**src/rtl/mem_arb_pkg.sv**
```systemverilog
// Shared types and line geometry for the main-memory arbiter.
package mem_arb_pkg;
  localparam int unsigned LINE_WORDS = 8;
  localparam int unsigned WORD_W     = 32;
  localparam int unsigned OFST_W     = $clog2(LINE_WORDS);
  localparam int unsigned LINE_W     = LINE_WORDS * WORD_W;

  typedef enum logic [1:0] {IDLE, WB, FILL_DC, FILL_IC} state_e;
  typedef enum logic {REQ_IC, REQ_DC} req_id_e;
endpackage

```
**src/rtl/mem_arb_wb_buf.sv**
```systemverilog
// Victim-line capture register; presents one word per beat to the memory port.
module mem_arb_wb_buf
  import mem_arb_pkg::*;
(
  input  logic              i_clk,
  input  logic              i_rst_n,
  input  logic              i_load,
  input  logic [LINE_W-1:0] i_line,
  input  logic [OFST_W-1:0] i_idx,
  output logic [WORD_W-1:0] o_word
);
  logic [LINE_W-1:0] r_line;

  always_ff @(posedge i_clk or negedge i_rst_n) begin
    if (!i_rst_n) r_line <= '0;
    else if (i_load) r_line <= i_line;
  end

  assign o_word = r_line[i_idx*WORD_W +: WORD_W];
endmodule

```
**src/rtl/mem_arbiter.sv**
```systemverilog
// Single-port memory arbiter: DC writeback, DC refill and IC refill as line bursts.
// Optional critical-word-first refills when MEM_ARB_CWF_EN is defined.
module mem_arbiter
  import mem_arb_pkg::*;
(
  input  logic              clk,
  input  logic              reset,
  input  logic              ic_req,
  input  logic [31:0]       ic_addr,
  input  logic              dc_req,
  input  logic [31:0]       dc_addr,
  input  logic              dc_wb,
  input  logic [31:0]       dc_wb_addr,
  input  logic [LINE_W-1:0] dc_wb_data,
  output logic              ic_valid,
  output logic [WORD_W-1:0] ic_data,
  output logic [OFST_W-1:0] ic_word_idx,
  output logic              ic_done,
  output logic              dc_valid,
  output logic [WORD_W-1:0] dc_data,
  output logic [OFST_W-1:0] dc_word_idx,
  output logic              dc_done,
  output logic              dc_wb_done,
  output logic              busy,
  output logic              mem_req,
  output logic              mem_we,
  output logic [31:0]       mem_addr,
  output logic [WORD_W-1:0] mem_wdata,
  input  logic              mem_ready,
  input  logic [WORD_W-1:0] mem_rdata
);
  localparam int unsigned BASE_W = 32 - OFST_W - 2;

  state_e            r_state;
  req_id_e           r_rr_last;
  logic [BASE_W-1:0] r_base;
  logic [OFST_W-1:0] r_idx;
  logic              r_mem_req;
  logic              r_ic_valid, r_ic_done, r_dc_valid, r_dc_done, r_wb_done;
  logic [WORD_W-1:0] r_ic_data, r_dc_data;
  logic [OFST_W-1:0] r_ic_idx, r_dc_idx;

  logic              w_idle, w_ic_ok, w_dc_ok, w_wb_ok, w_pick_dc;
  logic              w_gnt_wb, w_gnt_dc, w_gnt_ic, w_last;
  logic [OFST_W-1:0] w_start, w_ic_ofst, w_dc_ofst;
  logic              w_unused;

  // A requester whose done pulse is still high has not yet seen completion.
  assign w_ic_ok   = ic_req & ~r_ic_done;
  assign w_dc_ok   = dc_req & ~r_dc_done;
  assign w_wb_ok   = dc_wb  & ~r_wb_done;
  assign w_pick_dc = w_dc_ok & (~w_ic_ok | (r_rr_last == REQ_IC));
  assign w_idle    = (r_state == IDLE);
  assign w_gnt_wb  = w_idle & w_wb_ok;
  assign w_gnt_dc  = w_idle & ~w_wb_ok & w_pick_dc;
  assign w_gnt_ic  = w_idle & ~w_wb_ok & ~w_pick_dc & w_ic_ok;

`ifdef MEM_ARB_CWF_EN
  logic [OFST_W-1:0] r_start;

  assign w_ic_ofst = ic_addr[OFST_W+1:2];
  assign w_dc_ofst = dc_addr[OFST_W+1:2];
  assign w_start   = r_start;

  always_ff @(posedge clk or negedge reset) begin
    if (!reset)        r_start <= '0;
    else if (w_gnt_wb) r_start <= '0;
    else if (w_gnt_dc) r_start <= w_dc_ofst;
    else if (w_gnt_ic) r_start <= w_ic_ofst;
  end
`else
  assign w_ic_ofst = '0;
  assign w_dc_ofst = '0;
  assign w_start   = '0;
`endif

  // The beat index wraps mod LINE_WORDS, so the burst ends when it returns to its start.
  assign w_last   = ((r_idx + OFST_W'(1)) == w_start);
  assign w_unused = ^{ic_addr[4:0], dc_addr[4:0], dc_wb_addr[4:0]};

  always_ff @(posedge clk or negedge reset) begin
    if (!reset) begin
      r_state    <= IDLE;
      r_rr_last  <= REQ_IC;
      r_base     <= '0;
      r_idx      <= '0;
      r_mem_req  <= 1'b0;
      r_ic_valid <= 1'b0;
      r_ic_done  <= 1'b0;
      r_ic_data  <= '0;
      r_ic_idx   <= '0;
      r_dc_valid <= 1'b0;
      r_dc_done  <= 1'b0;
      r_dc_data  <= '0;
      r_dc_idx   <= '0;
      r_wb_done  <= 1'b0;
    end else begin
      r_ic_valid <= 1'b0;
      r_ic_done  <= 1'b0;
      r_dc_valid <= 1'b0;
      r_dc_done  <= 1'b0;
      r_wb_done  <= 1'b0;
      case (r_state)
        IDLE: begin
          if (w_gnt_wb) begin
            r_state   <= WB;
            r_base    <= dc_wb_addr[31:OFST_W+2];
            r_idx     <= '0;
            r_mem_req <= 1'b1;
          end else if (w_gnt_dc) begin
            r_state   <= FILL_DC;
            r_base    <= dc_addr[31:OFST_W+2];
            r_idx     <= w_dc_ofst;
            r_mem_req <= 1'b1;
          end else if (w_gnt_ic) begin
            r_state   <= FILL_IC;
            r_base    <= ic_addr[31:OFST_W+2];
            r_idx     <= w_ic_ofst;
            r_mem_req <= 1'b1;
          end
        end
        WB: begin
          if (mem_ready) begin
            r_idx <= r_idx + OFST_W'(1);
            if (w_last) begin
              r_state   <= IDLE;
              r_mem_req <= 1'b0;
              r_wb_done <= 1'b1;
            end
          end
        end
        FILL_DC: begin
          if (mem_ready) begin
            r_idx      <= r_idx + OFST_W'(1);
            r_dc_data  <= mem_rdata;
            r_dc_idx   <= r_idx;
            r_dc_valid <= 1'b1;
            if (w_last) begin
              r_state   <= IDLE;
              r_mem_req <= 1'b0;
              r_dc_done <= 1'b1;
              r_rr_last <= REQ_DC;
            end
          end
        end
        FILL_IC: begin
          if (mem_ready) begin
            r_idx      <= r_idx + OFST_W'(1);
            r_ic_data  <= mem_rdata;
            r_ic_idx   <= r_idx;
            r_ic_valid <= 1'b1;
            if (w_last) begin
              r_state   <= IDLE;
              r_mem_req <= 1'b0;
              r_ic_done <= 1'b1;
              r_rr_last <= REQ_IC;
            end
          end
        end
        default: r_state <= IDLE;
      endcase
    end
  end

  mem_arb_wb_buf u_wb_buf (
    .i_clk   (clk),
    .i_rst_n (reset),
    .i_load  (w_gnt_wb),
    .i_line  (dc_wb_data),
    .i_idx   (r_idx),
    .o_word  (mem_wdata)
  );

  assign ic_valid    = r_ic_valid;
  assign ic_data     = r_ic_data;
  assign ic_word_idx = r_ic_idx;
  assign ic_done     = r_ic_done;
  assign dc_valid    = r_dc_valid;
  assign dc_data     = r_dc_data;
  assign dc_word_idx = r_dc_idx;
  assign dc_done     = r_dc_done;
  assign dc_wb_done  = r_wb_done;
  assign mem_req     = r_mem_req;
  assign mem_we      = (r_state == WB);
  assign mem_addr    = {r_base, r_idx, 2'b00};
  // The completion-pulse cycle still belongs to the finished transfer.
  assign busy        = ~w_idle | r_ic_done | r_dc_done | r_wb_done;
endmodule

```
**config.mk**
```make
export PLATFORM = sky130hd
export DESIGN_NAME = mem_arbiter
export DESIGN_NICKNAME = d
export VERILOG_FILES = /design/src/rtl/mem_arb_pkg.sv /design/src/rtl/mem_arb_wb_buf.sv /design/src/rtl/mem_arbiter.sv
export SDC_FILE = /design/constraint.sdc
export NUM_CORES = 1
export LEC_CHECK = 0
export ABC_AREA = 1
export CORE_AREA = 2 2 206 208
export DETAILED_ROUTE_END_ITERATION = 10
export DIE_AREA = 0 0 208 210
export PLACE_DENSITY = 0.7
export SETUP_SLACK_MARGIN = 0.02
export SLEW_MARGIN = 20
export SYNTH_ARGS = -nofsm -noshare
export SYNTH_HDL_FRONTEND = slang
export SYNTH_SLANG_ARGS = --single-unit
```
**constraint.sdc**
```tcl
create_clock -name clk -period 2.4 [get_ports clk]
set_input_delay 0.48 -clock clk [delete_from_list [all_inputs] [get_ports clk]]
set_output_delay 0.48 -clock clk [all_outputs]
set_load 0.005 [all_outputs]
```
[Yosys cells after proc, flatten, opt, wreduce, memory -nomap -nowiden]
Index checks and enable logic that the tools add are counted.
W data, S select, Z words.
Operators by class
  $add $sub $neg: 1
  equal/unequal tests: 10
  shift operators: 1
  multiplexer cells: 31
  bitwise gates (word level): 21
  reduce and logical (&&, ||, !) cells: 11
Operators with widths (count)
  $shiftx A256 B9 Y32: 1
  $mux W27: 3
  $mux W1: 15
  $mux W3: 4
  $mux W2: 5
  $and A1 B1 Y1: 9
  $ne A2 B2 Y1 const B: 4
  $not A1 Y1: 8
  $reduce_and A2 Y1: 4
  $pmux W3 S2: 1
  $reduce_and A5 Y1: 1
  $eq A2 B2 Y1 const B: 2
  $ne A2 B1 Y1 const B: 2
  $ne A4 B1 Y1 const B: 1
  $or A1 B1 Y1: 4
  $pmux W1 S2: 2
  $pmux W2 S2: 1
  $add A3 B1 Y3 const B: 1
  $logic_not A3 Y1: 1
  $reduce_and A3 Y1: 1
  $reduce_bool A3 Y1: 1
  $reduce_or A3 Y1: 1
  $eq A2 B1 Y1 const B: 1
  $logic_not A2 Y1: 1
  $reduce_bool A2 Y1: 1
Word-level totals
  register bits after elaboration: 365
  word-level logic and storage cells: 90

[Logic depth before layout (Yosys ltp)]
  depth in word-level cells: 12
  mapped depth: 10

[Modules after synthesis]
From an unflattened synthesis, not the netlist that was laid out.
Unflattened totals
  cells, all modules: 2259
  area, all modules: 17221.5 sq um
Modules (own cells, without submodules)
  mem_arb_wb_buf: instances 1, cells an instance 1676, area each 12440.7 sq um, sequential area each 6406.1 sq um
  mem_arbiter: instances 1, cells an instance 583, area each 4780.8 sq um, sequential area each 2727.6 sq um

[Worst setup path before layout]
Ideal clock, no wire load.
  path type: flip-flop to output port
  from: register r_idx[0]
  to: output mem_wdata[22]
  arrival: 1.368 ns
  data required time: 1.920 ns
  path slack: 0.552 ns
  stages on the path, launching flop included: 9
  path through: dfrtp_1 -> buf_2 -> inv_1 -> buf_6 -> clkbuf_1 -> o21ai_0 -> o22ai_1 -> nand2_1 -> nand2_1
Between the ends
  longest elaborated chain between the ends: 1
Ends and longest elaborated chain
  from (decl): line mem_arbiter.sv:37  | logic [OFST_W-1:0] r_idx;
  from (signal assigned): line mem_arbiter.sv:113  | r_idx <= w_dc_ofst;
  from (signal assigned): line mem_arbiter.sv:118  | r_idx <= w_ic_ofst;
  from (signal assigned): line mem_arbiter.sv:124  | r_idx <= r_idx + OFST_W'(1);
  $shiftx A256 B9 Y32: line mem_arb_wb_buf.sv:19  | assign o_word = r_line[i_idx*WORD_W +: WORD_W];
  to (decl): line mem_arbiter.sv:28  | output logic [WORD_W-1:0] mem_wdata,
Every way passes these cells.

[Worst setup path after layout]
  from: register r_idx[0]
  to: output mem_wdata[3]
The elaborated chain is that of the path after synthesis.

==> metrics.yaml <==
final_layout:
  fillers: 3474
  syn_to_final_growth_pct: 57.0
  multi_input_area_sq_um: 7410
  mostFrequentLayoutCells: "nand2_1, clkdlybuf4s50_1, dfrtp_1"
  fin_nets: 3066
  ff_latch_area_sq_um: 9140
  layout_commonest_cell: "nand2_1"
  drive_gt1_share_pct: 15.7
global_routing:
  antenna_found_initial: 9
  grt_max_degree: 85
  grt_pass1_vias: 17000
  grt_pass1_wl_microns: 98200
  grt.overflow.total: 0
  grt.total_usage_pct: 29.3
setup_path:
  rrSetupSlack_ns: 0.32
  end_kind: "output port"
  timing.rr.end: "r_state[0]"
  start_kind: "flip-flop"
  path_max_fanout: 7
  rr_startpoint: "r_idx[0]"
  cp.required_ns: 1.92
  worstPathCellList: "buf_12 -> buf_12 -> buf_12 -> buf_6 -> o21ai_2 -> o22ai_2 -> nand2_1 -> nand2_1 -> buf_6"
  cp_slowest_cell: "dfrtp_4"
  crit_type: "flip-flop to output port"
  crit_arrival_ns: 2.20
  cpPeakStageDelay_ns: 0.54
  crit_top_cell: "buf_12"
  rr_worst_depth: 9
detailed_routing:
  routed_wl_microns: 65100
  drc: 0
  drt_pass1_iterations: 6
  detail_route.iter0.violations: 1419
  ant_nets: 0
  wl_per_cell_microns: 20.1
  viasPerCell: 5.14
  vias: 16700
synthesis:
  synth_area_leader_cell: "dfrtp_1"
  ys_seq_area_share_pct: 55.6
  avgSynthCellArea_sq_um: 7.70
  synth.area.top_cells: "dfrtp_1, nand2_1, o21ai_0, nor2_1, o22ai_1"
  synth-seq-cells: 365
  yosysUniqueCellTypes: 25
  synth_area_sq_um: 16400
  synth_top_area_share_pct: 55.6
  postSynthCellCount: 2133
  ys_warn_count: 0
placement:
  dp.final_hpwl_microns: 45000
  place.gp.congestion: 0.905
  io_buffers: 514
  place_ws_ns: -0.139
worst_hold_path:
  holdCritPathClass: "input pin to async pin"
sta:
  min_period_ns: 2.68
  timing.hold.ws_ns: 0.358
  fin_worst_skew_ns: 0.0182
  setup_ws_ns: -0.281
  relSlewSlack_pct: 64.6
  tightest_slew_ns: 0.530
  rsz0062_at_grt: "true"
  setup_violations: 32
  finalCritPeriodShare_pct: 112
  finalHoldViolCount: 0
  drv_slew: 0
  max_freq_ghz: 0.373
power:
  pwr-share-seq_pct: 31.3
  power_leakage_nw: 12.5
  switching_share_pct: 39.8
  clockPowerShare_pct: 18.3
  netSwitchingPower_w: 0.0140
  p_total_w: 0.0350
  combPwrFrac_pct: 50.4
  p_per_area_nw_per_um2: 1360
  p_int_w: 0.0211
  peakVddDrop_mv: 0.778
clock_tree:
  cts.sinks: 365
  clk_pin_slew_ns: 0.06
  cts_made_buffers: 42
  root_buffer: "clkbuf_16"
  htreeDepth: 2
  clk_latency_ns: 0.58
  cts_buffer_depth: 3
  cts_tree: "built"
flow_run:
  max-cap-violations: 0
floorplan:
  die_w_microns: 208
  start_util_pct: 39.6
  die_area_sq_um: 43700
  dieHeight_microns: 210
  pin_count: 532
  placement_rows: 75
  design.core.area_sq_um: 41500
run_status:
  violations: "setup timing"
  status: "finished with violations"
-- power by group through the flow --
stage	clock, W	sequential, W	combinational [W]
final	0.00642	0.0110	0.0177
after floorplan	0	0.0103	0.00672
after detailed placement	0	0.0106	0.0138
after global routing	0.00677	0.0112	0.0191
after CTS	0.00652	0.0107	0.0169
after global placement	0	0.0105	0.0136
-- stage by stage --
stage | util (%) | cells | area (sq um) | TNS [ns]
final | 62.2 | 3248 | 25800 | -5.97
after global placement | 54.3 | 3113 | 22500 | -1.06
after detailed placement | 54.3 | 3113 | 22500 | -1.12
after CTS | 61.3 | 3243 | 25400 | -6.80
after global routing | 62.2 | 3246 | 25800 | -7.69
after floorplan | - | 2134 | 16400 | 0
-- logic make-up after synthesis --
logic type               Yosys count  share of synthesized area (%)
AO/OA/AOI/OAI                    299                           9.62
adder cells (fa/ha/maj)            2                          0.152
buffers and inverters            188                           4.89
flip-flops                       365                           55.6
other                              1                         0.0228
AND/OR/NAND/NOR                 1278                           29.7
-- cells in the mapped netlist (all sizes together) --
library cell / count
nor2: 191
dfrtp: 365
clkinv: 1
nand4: 1
nor3: 3
buf: 62
o21bai: 1
inv: 46
o22ai: 65
conb: 1
clkbuf: 79
nand2: 1054
o21ai: 231
nand3: 29
a21oi: 2
ha: 2
-- sequential cells by signal (all words and copies together), names as in the netlist, 2 cells and up --
signal           flops
dc_word_idx          3
ic_data             32
r_state              2
r_base              27
r_idx                3
ic_word_idx          3
u_wb_buf.r_line    256
dc_data             32
-- cell type report --
| cell class | count | area share [%] |
|---|---|---|
| well taps | 539 | 2.61 |
| clock inverters | 19 | 0.771 |
| flip-flops and latches | 365 | 35.4 |
| repair buffers | 636 | 27.0 |
| multi-input cells | 1581 | 28.7 |
| diodes | 5 | 0.0485 |
| clock buffers | 55 | 4.54 |
| repair inverters | 1 | 0.0631 |
| inverters | 47 | 0.752 |
-- worst max-delay path by stage --
stage / startpoint / to / slack [ns] / cells after the start
floorplan: r_idx[0] / mem_wdata[22] / 0.55 / 8
global placement: r_idx[0] / mem_wdata[14] / -0.16 / 7
detailed placement: r_idx[0] / mem_wdata[14] / -0.14 / 7
CTS: r_idx[0] / mem_wdata[3] / -0.28 / 9
global route: r_idx[0] / mem_wdata[3] / -0.32 / 9
finish: r_idx[0] / mem_wdata[3] / -0.28 / 9
-- what timing repair did --
item,4_1_cts,5_1_grt
endpoints found under the hold margin,22,0
cloned,20,1
buffers inserted,38,5
hold buffers,1,0
pin swaps,111,63
resized for setup,407,120
endpoints found under the setup margin,34,33
-- critical path: cells and delay by family, from the launching register on --
kind	cells	cell delay [ns]
AND/OR/NAND/NOR	2	0.13
flip-flops	1	0.54
AO/OA/AOI/OAI	2	0.23
buffers and inverters	5	0.72
-- routing by layer --
layer  GRT usage, %  vias up  share of wire [%]
met4           14.3        6                5.1
met2           50.6      717                 49
met1           35.0     8014                 39
li1               -     7802                  -
met5              0        -              0.066
met3           5.93      154                6.8
(Power assumes the default switching activity.)
